===== src/rtl/rv32i_pkg.sv =====
// Shared RV32I core definitions: reorder-buffer entry kinds and default geometry.
package rv32i_pkg;

    localparam int ROB_WIDTH_DEF = 4;
    localparam int REG_WIDTH_DEF = 5;

    typedef enum logic [1:0] {
        ROB_TYPE_REG    = 2'b00,
        ROB_TYPE_STORE  = 2'b01,
        ROB_TYPE_BRANCH = 2'b10
    } rob_type_e;

    // Resolved branch direction lives in bit 0 of the entry value.
    function automatic logic rob_mispredict(input logic resolved_taken, input logic pred_taken);
        return resolved_taken ^ pred_taken;
    endfunction

endpackage


===== src/rtl/rob_query_port.sv =====
// Operand-readiness lookup into the reorder buffer for one issue source operand.
// ROB_BYPASS_EN: also forward a same-cycle result broadcast to the queried entry.
module rob_query_port
    import rv32i_pkg::*;
#(
    parameter int ROB_WIDTH = ROB_WIDTH_DEF,
    parameter int DEPTH     = 16
) (
    input  logic [ROB_WIDTH-1:0]        queryIndex,
    input  logic [DEPTH-1:0]            entryValid,
    input  logic [DEPTH-1:0]            entryReady,
    input  logic [DEPTH-1:0][31:0]      entryVal,
    input  logic                        rsUpdate,
    input  logic [ROB_WIDTH-1:0]        rsRobIndex,
    input  logic [31:0]                 rsUpdateVal,
    input  logic                        lsbUpdate,
    input  logic [ROB_WIDTH-1:0]        lsbRobIndex,
    input  logic [31:0]                 lsbUpdateVal,
    output logic                        queryReady,
    output logic [31:0]                 queryVal
);

`ifdef ROB_BYPASS_EN
    // Lookup with forwarding; only a pending entry can take a broadcast, LSB first.
    always_comb begin
        queryReady = 1'b1;
        queryVal   = 32'h0000_0000;
        if (!entryValid[queryIndex]) begin
            queryReady = 1'b1;
            queryVal   = 32'h0000_0000;
        end else if (!entryReady[queryIndex] && lsbUpdate && (lsbRobIndex == queryIndex)) begin
            queryReady = 1'b1;
            queryVal   = lsbUpdateVal;
        end else if (!entryReady[queryIndex] && rsUpdate && (rsRobIndex == queryIndex)) begin
            queryReady = 1'b1;
            queryVal   = rsUpdateVal;
        end else begin
            queryReady = entryReady[queryIndex];
            queryVal   = entryVal[queryIndex];
        end
    end
`else
    logic unused_bus_s;
    assign unused_bus_s = ^{rsUpdate, rsRobIndex, rsUpdateVal, lsbUpdate, lsbRobIndex, lsbUpdateVal};

    // Stored-state lookup; a producer with no live entry has already retired.
    always_comb begin
        queryReady = 1'b1;
        queryVal   = 32'h0000_0000;
        if (!entryValid[queryIndex]) begin
            queryReady = 1'b1;
            queryVal   = 32'h0000_0000;
        end else begin
            queryReady = entryReady[queryIndex];
            queryVal   = entryVal[queryIndex];
        end
    end
`endif

endmodule


===== src/rtl/reorder_buffer.sv =====
// Circular in-order reorder buffer: allocate at tail, capture broadcast results, retire at head.
// Define ROB_BYPASS_EN to let operand queries see same-cycle result broadcasts.
module reorder_buffer
    import rv32i_pkg::*;
#(
    parameter int ROB_WIDTH = ROB_WIDTH_DEF,
    parameter int REG_WIDTH = REG_WIDTH_DEF
) (
    input  logic                    clockIn,
    input  logic                    resetIn,
    input  logic                    readyIn,
    input  logic                    issueValid,
    input  logic [1:0]              issueType,
    input  logic [REG_WIDTH-1:0]    issueDest,
    input  logic                    issueReady,
    input  logic [31:0]             issueVal,
    input  logic                    issuePredTaken,
    input  logic [31:0]             issueAltPc,
    output logic [ROB_WIDTH-1:0]    issueRobIndex,
    output logic                    full,
    input  logic                    rsUpdate,
    input  logic [ROB_WIDTH-1:0]    rsRobIndex,
    input  logic [31:0]             rsUpdateVal,
    input  logic                    lsbUpdate,
    input  logic [ROB_WIDTH-1:0]    lsbRobIndex,
    input  logic [31:0]             lsbUpdateVal,
    input  logic [ROB_WIDTH-1:0]    query1Index,
    input  logic [ROB_WIDTH-1:0]    query2Index,
    output logic                    query1Ready,
    output logic                    query2Ready,
    output logic [31:0]             query1Val,
    output logic [31:0]             query2Val,
    output logic                    commitRegValid,
    output logic [REG_WIDTH-1:0]    commitRegDest,
    output logic [31:0]             commitRegVal,
    output logic [ROB_WIDTH-1:0]    commitRobIndex,
    output logic                    storeCommitValid,
    output logic                    flushOut,
    output logic [31:0]             flushPc
);

    localparam int DEPTH = 1 << ROB_WIDTH;
    localparam logic [ROB_WIDTH:0]   CNT_FULL = {1'b1, {ROB_WIDTH{1'b0}}};
    localparam logic [ROB_WIDTH:0]   CNT_ONE  = {{ROB_WIDTH{1'b0}}, 1'b1};
    localparam logic [ROB_WIDTH-1:0] PTR_ONE  = {{(ROB_WIDTH-1){1'b0}}, 1'b1};

    logic [DEPTH-1:0]                valid_r;
    logic [DEPTH-1:0]                ready_r;
    logic [DEPTH-1:0][1:0]           type_r;
    logic [DEPTH-1:0][REG_WIDTH-1:0] dest_r;
    logic [DEPTH-1:0][31:0]          value_r;
    logic [DEPTH-1:0]                pred_r;
    logic [DEPTH-1:0][31:0]          alt_pc_r;
    logic [ROB_WIDTH-1:0]            head_r;
    logic [ROB_WIDTH-1:0]            tail_r;
    logic [ROB_WIDTH:0]              count_r;

    logic                            issue_acc_s;
    logic                            commit_s;
    logic                            mispredict_s;
    logic                            rs_upd_s;
    logic                            lsb_upd_s;
    rob_type_e                       head_type_s;
    logic [DEPTH-1:0]                rs_hit_s;
    logic [DEPTH-1:0]                lsb_hit_s;

    assign full          = (count_r == CNT_FULL);
    assign issueRobIndex = tail_r;
    assign rs_upd_s      = readyIn & rsUpdate;
    assign lsb_upd_s     = readyIn & lsbUpdate;
    assign issue_acc_s   = readyIn & issueValid & ~full;
    assign commit_s      = readyIn & valid_r[head_r] & ready_r[head_r];
    assign head_type_s   = rob_type_e'(type_r[head_r]);
    assign mispredict_s  = commit_s && (head_type_s == ROB_TYPE_BRANCH)
                           && rob_mispredict(value_r[head_r][0], pred_r[head_r]);

    // Broadcast hits only land on entries that are live and still waiting.
    always_comb begin
        rs_hit_s  = '0;
        lsb_hit_s = '0;
        for (int i = 0; i < DEPTH; i++) begin
            rs_hit_s[i]  = rs_upd_s  && (rsRobIndex  == ROB_WIDTH'(i)) && valid_r[i] && !ready_r[i];
            lsb_hit_s[i] = lsb_upd_s && (lsbRobIndex == ROB_WIDTH'(i)) && valid_r[i] && !ready_r[i];
        end
    end

    // Entry storage: a mispredict wipes every entry and drops that cycle's issue and updates.
    always_ff @(posedge clockIn or negedge resetIn) begin
        if (!resetIn) begin
            valid_r  <= '0;
            ready_r  <= '0;
            type_r   <= '0;
            dest_r   <= '0;
            value_r  <= '0;
            pred_r   <= '0;
            alt_pc_r <= '0;
        end else if (mispredict_s) begin
            valid_r <= '0;
            ready_r <= '0;
        end else begin
            for (int i = 0; i < DEPTH; i++) begin
                if (lsb_hit_s[i]) begin
                    value_r[i] <= lsbUpdateVal;
                    ready_r[i] <= 1'b1;
                end else if (rs_hit_s[i]) begin
                    value_r[i] <= rsUpdateVal;
                    ready_r[i] <= 1'b1;
                end
            end
            if (commit_s) begin
                valid_r[head_r] <= 1'b0;
            end
            if (issue_acc_s) begin
                valid_r[tail_r]  <= 1'b1;
                ready_r[tail_r]  <= issueReady;
                type_r[tail_r]   <= issueType;
                dest_r[tail_r]   <= issueDest;
                value_r[tail_r]  <= issueVal;
                pred_r[tail_r]   <= issuePredTaken;
                alt_pc_r[tail_r] <= issueAltPc;
            end
        end
    end

    // Head/tail pointers and occupancy.
    always_ff @(posedge clockIn or negedge resetIn) begin
        if (!resetIn) begin
            head_r  <= '0;
            tail_r  <= '0;
            count_r <= '0;
        end else if (mispredict_s) begin
            head_r  <= '0;
            tail_r  <= '0;
            count_r <= '0;
        end else begin
            if (commit_s) begin
                head_r <= head_r + PTR_ONE;
            end
            if (issue_acc_s) begin
                tail_r <= tail_r + PTR_ONE;
            end
            case ({issue_acc_s, commit_s})
                2'b10:   count_r <= count_r + CNT_ONE;
                2'b01:   count_r <= count_r - CNT_ONE;
                default: count_r <= count_r;
            endcase
        end
    end

    // Registered retirement outputs; pulses last one cycle, payload holds until the next retire.
    always_ff @(posedge clockIn or negedge resetIn) begin
        if (!resetIn) begin
            commitRegValid   <= 1'b0;
            commitRegDest    <= '0;
            commitRegVal     <= 32'h0000_0000;
            commitRobIndex   <= '0;
            storeCommitValid <= 1'b0;
            flushOut         <= 1'b0;
            flushPc          <= 32'h0000_0000;
        end else begin
            commitRegValid   <= 1'b0;
            storeCommitValid <= 1'b0;
            flushOut         <= 1'b0;
            if (commit_s) begin
                commitRobIndex <= head_r;
                case (head_type_s)
                    ROB_TYPE_REG: begin
                        commitRegValid <= 1'b1;
                        commitRegDest  <= dest_r[head_r];
                        commitRegVal   <= value_r[head_r];
                    end
                    ROB_TYPE_STORE: begin
                        storeCommitValid <= 1'b1;
                    end
                    ROB_TYPE_BRANCH: begin
                        if (mispredict_s) begin
                            flushOut <= 1'b1;
                            flushPc  <= alt_pc_r[head_r];
                        end
                    end
                    default: begin
                        commitRegValid <= 1'b0;
                    end
                endcase
            end
        end
    end

    rob_query_port #(.ROB_WIDTH(ROB_WIDTH), .DEPTH(DEPTH)) u_query1 (
        .queryIndex   (query1Index),
        .entryValid   (valid_r),
        .entryReady   (ready_r),
        .entryVal     (value_r),
        .rsUpdate     (rs_upd_s),
        .rsRobIndex   (rsRobIndex),
        .rsUpdateVal  (rsUpdateVal),
        .lsbUpdate    (lsb_upd_s),
        .lsbRobIndex  (lsbRobIndex),
        .lsbUpdateVal (lsbUpdateVal),
        .queryReady   (query1Ready),
        .queryVal     (query1Val)
    );

    rob_query_port #(.ROB_WIDTH(ROB_WIDTH), .DEPTH(DEPTH)) u_query2 (
        .queryIndex   (query2Index),
        .entryValid   (valid_r),
        .entryReady   (ready_r),
        .entryVal     (value_r),
        .rsUpdate     (rs_upd_s),
        .rsRobIndex   (rsRobIndex),
        .rsUpdateVal  (rsUpdateVal),
        .lsbUpdate    (lsb_upd_s),
        .lsbRobIndex  (lsbRobIndex),
        .lsbUpdateVal (lsbUpdateVal),
        .queryReady   (query2Ready),
        .queryVal     (query2Val)
    );

endmodule


===== config.mk =====
export PLATFORM = sky130hd
export DESIGN_NAME = reorder_buffer
export DESIGN_NICKNAME = d
export VERILOG_FILES = /design/src/rtl/rv32i_pkg.sv /design/src/rtl/rob_query_port.sv /design/src/rtl/reorder_buffer.sv
export SDC_FILE = /design/constraint.sdc
export NUM_CORES = 2
export LEC_CHECK = 0
export ABC_AREA = 1
export BUFFER_PORTS_ARGS = -buffer_cell sky130_fd_sc_hd__buf_2
export CELL_PAD_IN_SITES_DETAIL_PLACEMENT = 1
export CELL_PAD_IN_SITES_GLOBAL_PLACEMENT = 1
export CORE_ASPECT_RATIO = 0.6
export CORE_MARGIN = 2
export CORE_UTILIZATION = 49
export CTS_BUF_LIST = sky130_fd_sc_hd__clkbuf_8 sky130_fd_sc_hd__clkbuf_16
export DETAILED_ROUTE_END_ITERATION = 10
export PLACE_DENSITY_LB_ADDON = 0.1
export SLEW_MARGIN = 20
export SYNTH_ARGS = -nofsm -noshare
export SYNTH_HDL_FRONTEND = slang
export SYNTH_HIERARCHICAL = 1
export SYNTH_SLANG_ARGS = --single-unit

===== constraint.sdc =====
create_clock -name clockIn -period 4.62 [get_ports clockIn]
set_input_delay 0.924 -clock clockIn [delete_from_list [all_inputs] [get_ports clockIn]]
set_output_delay 0.924 -clock clockIn [all_outputs]
set_load 0.05 [all_outputs]

**After elaboration in Yosys (flattened, before gate mapping)**

Index checks and enable logic that the tools add are counted.

- Output and inout port bits: 147
- Register bits after elaboration: 1273
- Bits of input ports: 159
- Logic and storage cells: 421

- Bitwise operators: 12
- Magnitude comparators: 6
- Equality and inequality tests: 35
- Reduce and logical (&&, ||, !) cells: 125
- Multiplexer cells: 162
- Add/subtract/negate cells: 4

Operators with widths:

| cell | count |
|---|---|
| 2-to-1 mux 32 bit | 55 |
| bitwise mux 512 bit | 2 |
| binary-select mux 32 bit (select 4 bit) | 4 |
| 2-to-1 mux 512 bit | 1 |
| demux 32 bit (select 4 bit) | 1 |
| logical AND 1 bit | 100 |
| 2-to-1 mux 16 bit | 6 |
| bitwise mux 80 bit | 1 |
| 2-to-1 mux 1 bit | 66 |
| equality test 4 bit (second input constant) | 16 |
| bitwise mux 16 bit | 2 |
| bitwise mux 32 bit | 1 |
| equality test 4 x 3 -> 1 bit (second input constant) | 8 |
| binary-select mux 1 bit (select 4 bit) | 7 |
| binary-select mux 5 bit (select 4 bit) | 1 |
| demux 5 bit (select 4 bit) | 1 |
| < comparator 4 x 5 -> 1 bit (second input constant) | 4 |
| bitwise AND 16 bit | 1 |
| equality test 4 x 2 -> 1 bit (second input constant) | 4 |
| logical NOT 1 bit | 16 |
| 2-to-1 mux 4 bit | 4 |
| NOT 16 bit | 1 |
| OR 16 bit | 1 |
| 2-to-1 mux 5 bit | 3 |
| other kinds (22) | 38 |

**Logic depth before layout (Yosys ltp)**

- Depth in word-level cells: 11
- Mapped depth: 21
- Gate-level depth less buffers: 19

**Modules after synthesis**

Netlist, hierarchy kept.

Modules (own cells, without submodules):

| module | seq. area each (um^2) | cells an instance | area each (um^2) | instances |
|---|---|---|---|---|
| reorder_buffer | 31855.6 | 10090 | 72550.8 | 1 |
| rob_query_port | 0.0 | 1702 | 7263.2 | 2 |

**Least setup slack after synthesis**

No wires, ideal clock.

- Kind: in2out
- From: in query1Index[1]
- To: out query1Ready
- Setup slack: 1.540 ns
- Arrival: 2.156 ns
- Required time: 3.696 ns
- Stages on the path: 9
- Path buffers: 3
- Cells stage by stage: buf_4 -> inv_2 -> buf_4 -> nand3_1 -> nand3_1 -> nand3_1 -> nand2_4 -> buf_8 -> nand3_1

- Word-level cells in the longest chain between the ends: 3
- Elaborated cells between the ends (all ways): 5
- Those cells by class: 5 x mux

RTL lines:

| item | RTL line | RTL |
|---|---|---|
| start, declared | reorder_buffer.sv:27 | `input logic [ROB_WIDTH-1:0] query1Index,` |
| binary-select mux 1 bit (select 4 bit) (on tied branches) | rob_query_port.sv:54, rob_query_port.sv:50 |  |
| 2-to-1 mux 1 bit (on tied branches) | rob_query_port.sv:54, rob_query_port.sv:50 |  |
| 2-to-1 mux 1 bit * | rob_query_port.sv:50 | `if (!entryValid[queryIndex]) begin` |
| end, declared | reorder_buffer.sv:29 | `output logic query1Ready,` |

Mark *: on every way between the ends. The rest lies on a longest branch, timed or not. The select of a mux whose other input is x is not followed.

**Worst setup path after layout**

- From: in query2Index[1]
- To: out query2Val[29]

- Word-level cells in the longest chain between the ends: 3
- Elaborated cells between the ends (all ways): 5
- Those cells by class: 5 x mux

RTL lines:

| item | RTL line | RTL |
|---|---|---|
| start, declared | reorder_buffer.sv:28 | `input logic [ROB_WIDTH-1:0] query2Index,` |
| binary-select mux 32 bit (select 4 bit) or binary-select mux 1 bit (select 4 bit) (tied branches) | rob_query_port.sv:55, rob_query_port.sv:50 |  |
| 2-to-1 mux 32 bit (implied by the code) or 2-to-1 mux 1 bit (tied branches) | rob_query_port.sv:55, rob_query_port.sv:50 |  |
| 2-to-1 mux 32 bit * | rob_query_port.sv:50 |  |
| end, declared | reorder_buffer.sv:32 | `output logic [31:0] query2Val,` |

Marked as above.

==> results.yml <==
finish:
  nNetsFinal: 13200
  nFillCells: 23500
  multiInputGateArea_sq_mm: 0.0445
  drive_gt1_share_pct: 7.87
  mostFrequentLayoutCells: "nand2_1, o21ai_0, inv_1"
  instances_no_fill: 15500
  syn_to_final_growth_pct: 8.87
  register_area_sq_mm: 0.0319
  final_common_cell: "nand2_1"
  postLayoutCellArea_sq_mm: 0.0948
critical_path:
  path_max_fanout: 87
  r2r-end: "alt_pc_r[12]"
  reg2reg_from: "head_r[1]"
  worstRegToRegCells: 13
  setup.worst_path.end_class: "output port"
  worstPathArrival_ns: 3.25
  regToRegSetupSlack_ns: 0.45
  crit_type: "input pin to output port"
  cp.required_ns: 3.70
  start_kind: "input pin"
clocking:
  clock-sinks: 1273
  clock_latency_ns: 0.84
  cts_tree: "yes"
  hold_buffers: 0
  cts_buffer_depth: 4
  cts_made_buffers: 147
  cts-root-buf: "clkbuf_16"
  cts_setup_buffers: 0
  cts.clk_slew.worst_paths_ns: 0.06
  cts_max_level: 4
  post_cts_resized: 0
global_route:
  overflow: 0
  antenna_found_initial: 49
  grt_usage_pct: 48.4
  grt_pass1_vias: 103000
  grt_pass1_wl_um: 663000
  grt_max_degree: 155
timing:
  slew_headroom_pct: 13.8
  period_minus_slack_ns: 4.17
  finalSetupTns_ns: 0
  fmax_mhz: 240
  skew_ns: 0.0427
  max_slew.worst_pin.slew_ns: 1.29
  hold_violations: 0
  setup_viol: 0
  layout_setup_ws_ns: 0.447
  rsz0062_at_grt: "false"
  slew_viol_final: 0
  fin_crit_sh_pct: 90.3
synth:
  yosys_warnings: 6
  synthCells: 13500
  synth.distinct_cells: 35
  syn_nets: 13700
  synthArstFlopShare_pct: 100
  syn_area_sq_mm: 0.0871
  synth_top_area_share_pct: 36.6
  synth-edff-count: 0
  synth_area_per_cell_sq_um: 6.45
  yosysSeqAreaShare_pct: 36.6
  yosysTopAreaCell: "dfrtp_1"
  ys_seq_elements: 1273
  ys.flop_type: "dfrtp_1"
  synth_area_leaders: "dfrtp_1, nand2_1, o21ai_0, nand3_1, inv_1"
pwr:
  peakVddDrop_uv: 411
  p_per_area_mw_per_mm2: 664
  leakage_nw: 48.3
route:
  drc: 0
  dr.pass1.iters: 7
  totalWireLength_um: 450000
  ant_nets: 0
  num_vias: 103000
  routedWlPerCell_um: 29.0
  drt_iter0_markers: 15000
  viasPerCell: 6.64
floorplan:
  fp-row-count: 119
  core-area_sq_mm: 0.176
  die_h_um: 331
  die_area_sq_mm: 0.181
  ios: 306
  fp.dieW_um: 548
  start_util_pct: 49.5
placement:
  placedCellCount: 15300
  dpl_worst_slack_ns: 0.630
  hpwl_um: 263000
  placed_area_sq_mm: 0.0899
  finalWeightedCongestion: 0.948
  port_buffers: 305
outcome:
  status: "complete, no violations"
min_path:
  hold_path_class: "input pin to asynchronous set/reset pin"
flow_run:
  drv_cap: 0
-- synthesized netlist by cell type (17+ instances only) --
cell type and number:
o21ai_1 161, inv_1 1454, nand2_2 75, nand2_1 3977
dfrtp_1 1273, a21oi_1 488, buf_6 49, clkbuf_2 34
nand3_1 1094, nand4_1 17, buf_2 282, buf_1 74
o22ai_1 212, nor2_1 641, inv_2 63, buf_4 68
o21ai_0 2184, o211ai_1 614, clkbuf_1 662
-- worst max path at each step --
stage | startpoint | to | slack [ns]
after floorplan | query1Index[1] | query1Ready | 1.54
after global placement | query2Index[1] | query2Val[29] | 0.72
after detailed placement | readyIn | value_r[437] | 0.63
after CTS | head_r[1] | alt_pc_r[12] | 0.57
after global routing | head_r[1] | dest_r[1] | 0.28
final | query2Index[1] | query2Val[29] | 0.45
-- per-stage QoR --
stage,hold slack (ns),power [mW],util [%]
finish,0.0926,63.0,53.9
global route,0.130,66.6,53.9
global placement,0.460,47.2,51.1
CTS,0.131,61.7,53.8
floorplan,0.448,39.0,-
detailed placement,0.468,49.1,51.1
-- layout make-up --
type	instances	area share [%]
sequential	1273	33.6
clock inverter	68	0.669
timing repair buffer	588	5.09
multi-input combinational	9520	46.9
clock buffer	184	4.45
antenna	29	0.0765
inverter	1524	6.10
tap	2359	3.11
-- registers in the layout, indices dropped and copies added (netlist names), 5 cells and up --
name,cells
count_r,5
type_r,32
alt_pc_r,512
pred_r,16
ready_r,16
flushPc,32
commitRegVal,32
valid_r,16
dest_r,80
commitRegDest,5
value_r,512
-- per-layer routing --
layer / GRT usage, % / wire [um] / share of wire [%]
met5: 0.231 / 390 / 0.087
met4: 27.5 / 29300 / 6.5
met3: 15.7 / 66500 / 15
met2: 68.5 / 180000 / 40
met1: 64.8 / 174000 / 39
-- report_power, final --
| part | internal [mW] | leakage, nW | switching [mW] | total, mW |
|---|---|---|---|---|
| clock | 7.01 | 2.51 | 5.33 | 12.3 |
| combinational | 9.37 | 30.1 | 21.0 | 30.4 |
| sequential | 15.7 | 15.7 | 4.52 | 20.3 |
-- cell families (layout without fill, tap and decap cells) --
family | after synthesis | in the layout | share of synthesized area (%)
AO/OA/AOI/OAI | 3661 | 3661 | 23.1
other | 0 | 29 | 0
XOR/XNOR | 6 | 6 | 0.0603
buffers and inverters | 2701 | 2364 | 12.9
adder cells (fa/ha/maj) | 12 | 12 | 0.181
AND/OR/NAND/NOR | 5841 | 5841 | 27.1
flip-flops | 1273 | 1273 | 36.6
-- worst max-delay path, stage by stage --
cell     delay, ns
buf_6         0.41
buf_12        0.60
nand3_1       0.15
nand3_1       0.11
nand3_1       0.12
nand2_1       0.32
nand2_2       0.12
inv_2         0.07
buf_2         0.25
(Power assumes the default switching activity.)
